--- src/rtl/operaters_stat.sv ---
// Windowed statistics over 2^WIN_LOG2 qualified samples of the upstream po_a stream.
// The window's sum/min/max/avg/change-count are published together with a one-cycle valid strobe.
module operaters_stat #(
    parameter int WIN_LOG2 = 3
) (
    input  logic                  clk,
    input  logic                  rst,
    input  logic                  pi_en,
    input  logic [7:0]            pi_a,
    output logic [8+WIN_LOG2-1:0] po_sum,
    output logic [7:0]            po_min,
    output logic [7:0]            po_max,
    output logic [7:0]            po_avg,
    output logic [WIN_LOG2:0]     po_chg,
    output logic                  po_valid
);

    localparam int SW = 8 + WIN_LOG2;
    localparam int CW = WIN_LOG2 + 1;

    logic [WIN_LOG2-1:0] cnt_q, cnt_d;
    logic [SW-1:0]       acc_sum_q, acc_sum_d;
    logic [7:0]          acc_min_q, acc_min_d;
    logic [7:0]          acc_max_q, acc_max_d;
    logic [CW-1:0]       acc_chg_q, acc_chg_d;
    logic [7:0]          prev_q;
    logic                prev_ok_q;
    logic                first_smp, last_smp, changed;

    logic [SW-1:0] sum_q;
    logic [7:0]    min_q, max_q, avg_q;
    logic [CW-1:0] chg_q;
    logic          valid_q;

    // prev_ok gates the change count so the first sample after reset never counts.
    always_comb begin
        first_smp = (cnt_q == '0);
        last_smp  = (cnt_q == {WIN_LOG2{1'b1}});
        changed   = prev_ok_q && (pi_a != prev_q);
        cnt_d     = cnt_q + WIN_LOG2'(1);
        acc_sum_d = SW'(pi_a);
        acc_min_d = pi_a;
        acc_max_d = pi_a;
        acc_chg_d = {{WIN_LOG2{1'b0}}, changed};
        if (!first_smp) begin
            acc_sum_d = acc_sum_q + SW'(pi_a);
            acc_min_d = (pi_a < acc_min_q) ? pi_a : acc_min_q;
            acc_max_d = (pi_a > acc_max_q) ? pi_a : acc_max_q;
            acc_chg_d = acc_chg_q + {{WIN_LOG2{1'b0}}, changed};
        end
    end

    always_ff @(posedge clk or negedge rst) begin
        if (!rst) begin
            cnt_q     <= '0;
            acc_sum_q <= '0;
            acc_min_q <= '0;
            acc_max_q <= '0;
            acc_chg_q <= '0;
            prev_q    <= '0;
            prev_ok_q <= 1'b0;
            sum_q     <= '0;
            min_q     <= '0;
            max_q     <= '0;
            avg_q     <= '0;
            chg_q     <= '0;
            valid_q   <= 1'b0;
        end else begin
            valid_q <= 1'b0;
            if (pi_en) begin
                cnt_q     <= cnt_d;
                acc_sum_q <= acc_sum_d;
                acc_min_q <= acc_min_d;
                acc_max_q <= acc_max_d;
                acc_chg_q <= acc_chg_d;
                prev_q    <= pi_a;
                prev_ok_q <= 1'b1;
                // Results include the closing sample, so they come from the next-state values.
                if (last_smp) begin
                    sum_q   <= acc_sum_d;
                    min_q   <= acc_min_d;
                    max_q   <= acc_max_d;
                    avg_q   <= acc_sum_d[SW-1 -: 8];
                    chg_q   <= acc_chg_d;
                    valid_q <= 1'b1;
                end
            end
        end
    end

    assign po_sum   = sum_q;
    assign po_min   = min_q;
    assign po_max   = max_q;
    assign po_avg   = avg_q;
    assign po_chg   = chg_q;
    assign po_valid = valid_q;

endmodule

--- config.mk ---
export PLATFORM = sky130hd
export DESIGN_NAME = operaters_stat
export DESIGN_NICKNAME = d
export VERILOG_FILES = /design/src/rtl/operaters_stat.sv
export SDC_FILE = /design/constraint.sdc
export NUM_CORES = 1
export LEC_CHECK = 0
export CELL_PAD_IN_SITES_DETAIL_PLACEMENT = 0
export CELL_PAD_IN_SITES_GLOBAL_PLACEMENT = 2
export CORE_MARGIN = 3
export CORE_UTILIZATION = 39
export DETAILED_ROUTE_END_ITERATION = 10
export PLACE_DENSITY_LB_ADDON = 0.1
export SYNTH_ARGS = -nofsm -noshare
export SYNTH_HDL_FRONTEND = slang
export SYNTH_SLANG_ARGS = --single-unit
--- constraint.sdc ---
create_clock -name clk -period 7.1 [get_ports clk]
set_clock_uncertainty 0.1 [all_clocks]
set_input_delay 1.42 -clock clk [delete_from_list [all_inputs] [get_ports clk]]
set_output_delay 1.42 -clock clk [all_outputs]
set_load 0.01 [all_outputs]
Yosys cells after proc, flatten, opt, wreduce, memory -nomap -nowiden
Index checks and enable logic that the tools add are counted.
{"block": "word_totals", "regBits": 83, "inputBits": 11, "out_inout_bits": 40, "wordCells": 31}
{"block": "op_classes", "n_addsub": 3, "magnitude_cmp": 2, "n_eq_ne": 2, "mux": 8, "reduce_logical": 3}
{"operator": "$mux W8", "n": 4}
{"operator": "$add A11 B8 Y11", "n": 1}
{"operator": "$mux W11", "n": 1}
{"operator": "$gt A8 B8 Y1", "n": 1}
{"operator": "$lt A8 B8 Y1", "n": 1}
{"operator": "$ne A8 B8 Y1", "n": 1}
{"operator": "$add A4 B1 Y4", "n": 1}
{"operator": "$mux W4", "n": 1}
{"operator": "$add A3 B1 Y3 const B", "n": 1}
{"operator": "$eq A3 B3 Y1 const B", "n": 1}
{"operator": "$logic_not A3 Y1", "n": 1}
{"operator": "$mux W1", "n": 2}
{"operator": "$reduce_and A2 Y1", "n": 1}
{"operator": "$logic_and A1 B1 Y1", "n": 1}

Longest topological paths before layout
{"block": "depth", "ltp_word": 4, "ltp_mapped": 10, "depth_no_buf": 9}

Worst setup path before layout
OpenSTA, ideal clock, no wires.
{"block": "synth_path", "path_type": "input-to-reg", "startpoint": "in pi_a[0]", "endpoint": "reg acc_sum_q[10]", "setup_time_ns": 0.069, "t_arrival_ns": 3.161, "required_ns": 6.931, "setup_slack_ns": 3.770, "path_stages": 9, "path_cell_list": "ha_1 > inv_1 > fa_1 > nor2b_1 > o31a_1 > o21ai_0 > or2_2 > or3_1 > nand3_1"}
{"block": "synth_via", "elab_chain_cells": 2}
{"item": "start: declaration", "line_no": "9", "rtl": "input logic [7:0] pi_a,"}
{"item": "$add A11 B8 Y11", "line_no": "46", "rtl": "acc_sum_d = acc_sum_q + SW'(pi_a);"}
{"item": "$mux W11", "line_no": "45", "rtl": "if (!first_smp) begin"}
{"item": "end signal: assignment", "line_no": "72", "rtl": "acc_sum_q <= acc_sum_d;"}
{"item": "end: declaration", "line_no": "22", "rtl": "logic [SW-1:0] acc_sum_q, acc_sum_d;"}
No other way between the ends.
A chain may end at the register's enable or synchronous reset.

Worst setup path after layout
{"block": "layout_path", "startpoint": "in pi_a[3]", "endpoint": "reg acc_max_q[3]"}
{"block": "layout_via", "elab_chain_cells": 3}
{"item": "$gt A8 B8 Y1", "line_no": "48", "rtl": "acc_max_d = (pi_a > acc_max_q) ? pi_a : acc_max_q;"}
{"item": "$mux W8", "line_no": "48"}
{"item": "$mux W8 *", "line_no": "45"}
{"item": "end signal: assignment", "line_no": "74", "rtl": "acc_max_q <= acc_max_d;"}
{"item": "end: declaration", "line_no": "24", "rtl": "logic [7:0] acc_max_q, acc_max_d;"}
Every way passes the cells marked *; elsewhere a longest branch is shown, timed or not.

==> metrics.txt <==
status=finished, final reports clean; DPL Wire Length=6080 um; largest net degree at the start of global routing=76; Final Setup Violations=0; final core utilization=48.6%; ant diodes=0; DR vias=2856; ys async rst share=100%; reg2reg end=acc_max_q[3]$_DFFE_PN0P_; vias in the first global route=2827; total negative slack=0 ns; worst r2r src=cnt_q[0]$_DFFE_PN0P_; total global routing track utilization=16.1%; PD cells=447 mW/mm^2; Final min period=4.49 ns; Worst Path Buf+Inv=1; sequential area share after synthesis=46.2%; post-CTS setup buffer count=0; post-synthesis instance total=396; syn avg cell area=10.3 sq um; drt drc=0; Hold Crit Class=reg2reg; CP peak stage delay=0.89 ns; Worst Hold Path EP=po_chg[1]$_DFFE_PN0P_; CP arrival=4.61 ns; FP Rows=36; reg-to-reg slack, setup=4.03 ns; Synth area leaders=dfrtp_1 (46%), ha_1 (8.6%), mux2i_1 (5.2%), mux2_2 (4.4%), a21oi_1 (4.1%); root buf cell=clkbuf_8; area delta synth->final=19.0%; Post-Syn Area=0.00406 sq mm; library cells used by synthesis=40; Worst Path Max Fanout=10; Layout Nets=478; worst-path cell chain=clkdlybuf4s50_1 -> ha_1 -> o211ai_1 -> a21o_1 -> a31oi_1 -> nand2_1 -> mux2_2; Final Hold Vio Count=0; CP required=7.23 ns; DR WL/cell=15.2 um; clock sinks=75; PostCTS Resize Cnt=0; layout cells sized above 1=11.1%; Crit-path slowest cell=a31oi_1; TritonRoute pass-1 iters=4; die width=108 um; Synth top cells by count=dfrtp_1 (75), nand2_1 (34), nor2_1 (34); Worst-Margin Slew=1.22 ns; clock latency at the later pin of the worst-skew pair=0.34 ns; overall routed net length=8740 um; Yosys warning count=0; Crit Path Class=in2reg; H-tree depth=3; TritonCTS Buffers=9; cell taking the most area after synthesis=dfrtp_1; Mapped Nets=436; count leader, synth=dfrtp_1; CP Launch Type=primary input; FMAX=0.223 GHz; residual overflow from global routing=0; Primary FF master, synth=dfrtp_1; post-synth top area share=46.2%; Antenna Nets Post-Route=0; crit path capture type=register; Tcrit/Tclk final=63.2%; Worst Hold Launch=po_chg[1]$_DFFE_PN0P_; initial antenna violation count=0; Starting Density=40.8%; num ports=51; Clock Tree Buf Depth=2; cell leakage power=2.23 nW; Core Area=0.00995 sq mm; RSZ-0062 raised after global routing=false; worst setup path startpoint=pi_a[3]; first-pass GRT wire length=14400 um; Vias/cell=4.97; Reg clk slew, reported paths=0.08 ns; number of synthesized register bits=75; max-capacitance violation count=0; CTS Hold Buffers Added=0; CTS tree=yes; GP Congestion=0.782; PortBufs=50; Die Ht=108 um; Slew HR=18.5%; Top delay family on crit path=compound AO/OA/AOI/OAI gates; fin. max-slew vios=0; hold depth=2; full die area=0.0117 sq mm; Worst VDD drop=0.167 mV; number of synthesized flops with an enable pin=0; R2R cell count=8; initial drt markers=98
## kinds of logic after synthesis
group	count (synthesis)	synth area share, %
simple gates	102	11.9
mux	44	12.2
xor+xnor	17	3.66
buf+inv	47	5.39
flops	75	46.2
fa+ha+maj	29	9.11
compound gates	82	11.5
## sequential cells by signal (all words and copies together), names as in the netlist
name and cells:
acc_chg_q 4, acc_max_q 8, acc_min_q 8, acc_sum_q 11, po_chg 4, cnt_q 3, prev_ok_q 1, po_sum 11
po_max 8, prev_q 8, po_valid 1, po_min 8
## stage by stage
step | hold WS (ns) | instances | setup slack (ns) | cell area, sq um | power [mW]
after floorplan | 0.332 | 396 | 3.77 | 4060 | 1.46
after global placement | 0.355 | 560 | 2.32 | 4630 | 1.83
after detailed placement | 0.369 | 560 | 2.21 | 4630 | 1.85
after CTS | 0.389 | 575 | 2.58 | 4830 | 2.20
after global routing | 0.420 | 575 | 2.42 | 4830 | 2.35
final | 0.383 | 575 | 2.61 | 4830 | 2.16
## where the power goes
group          total, mW  switching, mW  internal (mW)  leakage (nW)
logic               1.09          0.543          0.548          1.26
clock network      0.339          0.159          0.179        0.0974
registers          0.732          0.119          0.613         0.881
## worst min-delay path, stage by stage, from the launching register on
cell and delay, ns:
dfrtp_1 0.35, nand2_1 0.05, nand2_1 0.06
## worst max path at each step
stage,end,depth (start not counted)
floorplan,acc_sum_q[10]$_DFFE_PN0P_,9
global placement,acc_max_q[0]$_DFFE_PN0P_,7
detailed placement,acc_max_q[5]$_DFFE_PN0P_,7
CTS,acc_max_q[3]$_DFFE_PN0P_,7
global route,acc_max_q[3]$_DFFE_PN0P_,7
finish,acc_max_q[3]$_DFFE_PN0P_,7
## layout by cell type, fill, tap and decap left out, types with 2 or more instances in the layout
master	instances
a21boi_0	2
a21o_1	6
a21oi_1	33
a31oi_1	4
buf_4	6
clkbuf_8	11
clkdlybuf4s50_1	49
clkinvlp_4	2
dfrtp_1	75
ha_1	28
inv_1	23
mux2_2	16
mux2_4	7
mux2i_1	21
nand2_1	34
nand2_8	2
nand2b_1	4
nand3_1	7
nand4_1	3
nor2_1	34
nor2b_1	5
nor3_1	4
nor4_1	3
o21ai_0	27
o31ai_1	3
or2_2	2
or3_1	2
xnor2_1	3
xor2_1	14
## layer usage
metal | track usage [%] | part of all wire, % | vias up
li1 | - | - | 1440
met1 | 22.8 | 51 | 1368
met2 | 25.3 | 45 | 40
met3 | 3.28 | 2.8 | 8
met4 | 3.79 | 0.94 | 0
met5 | 0 | 0 | -
## layout make-up
| class | instances | area, sq um |
|---|---|---|
| clock buffers | 11 | 151 |
| clock inverters | 4 | 50.0 |
| fillers | 945 | 5120 |
| inverters | 23 | 86.3 |
| multi-input cells | 274 | 1970 |
| flip-flops and latches | 75 | 1880 |
| well taps | 133 | 166 |
| repair buffers | 55 | 536 |
Power figures use the tool's default switching activity.
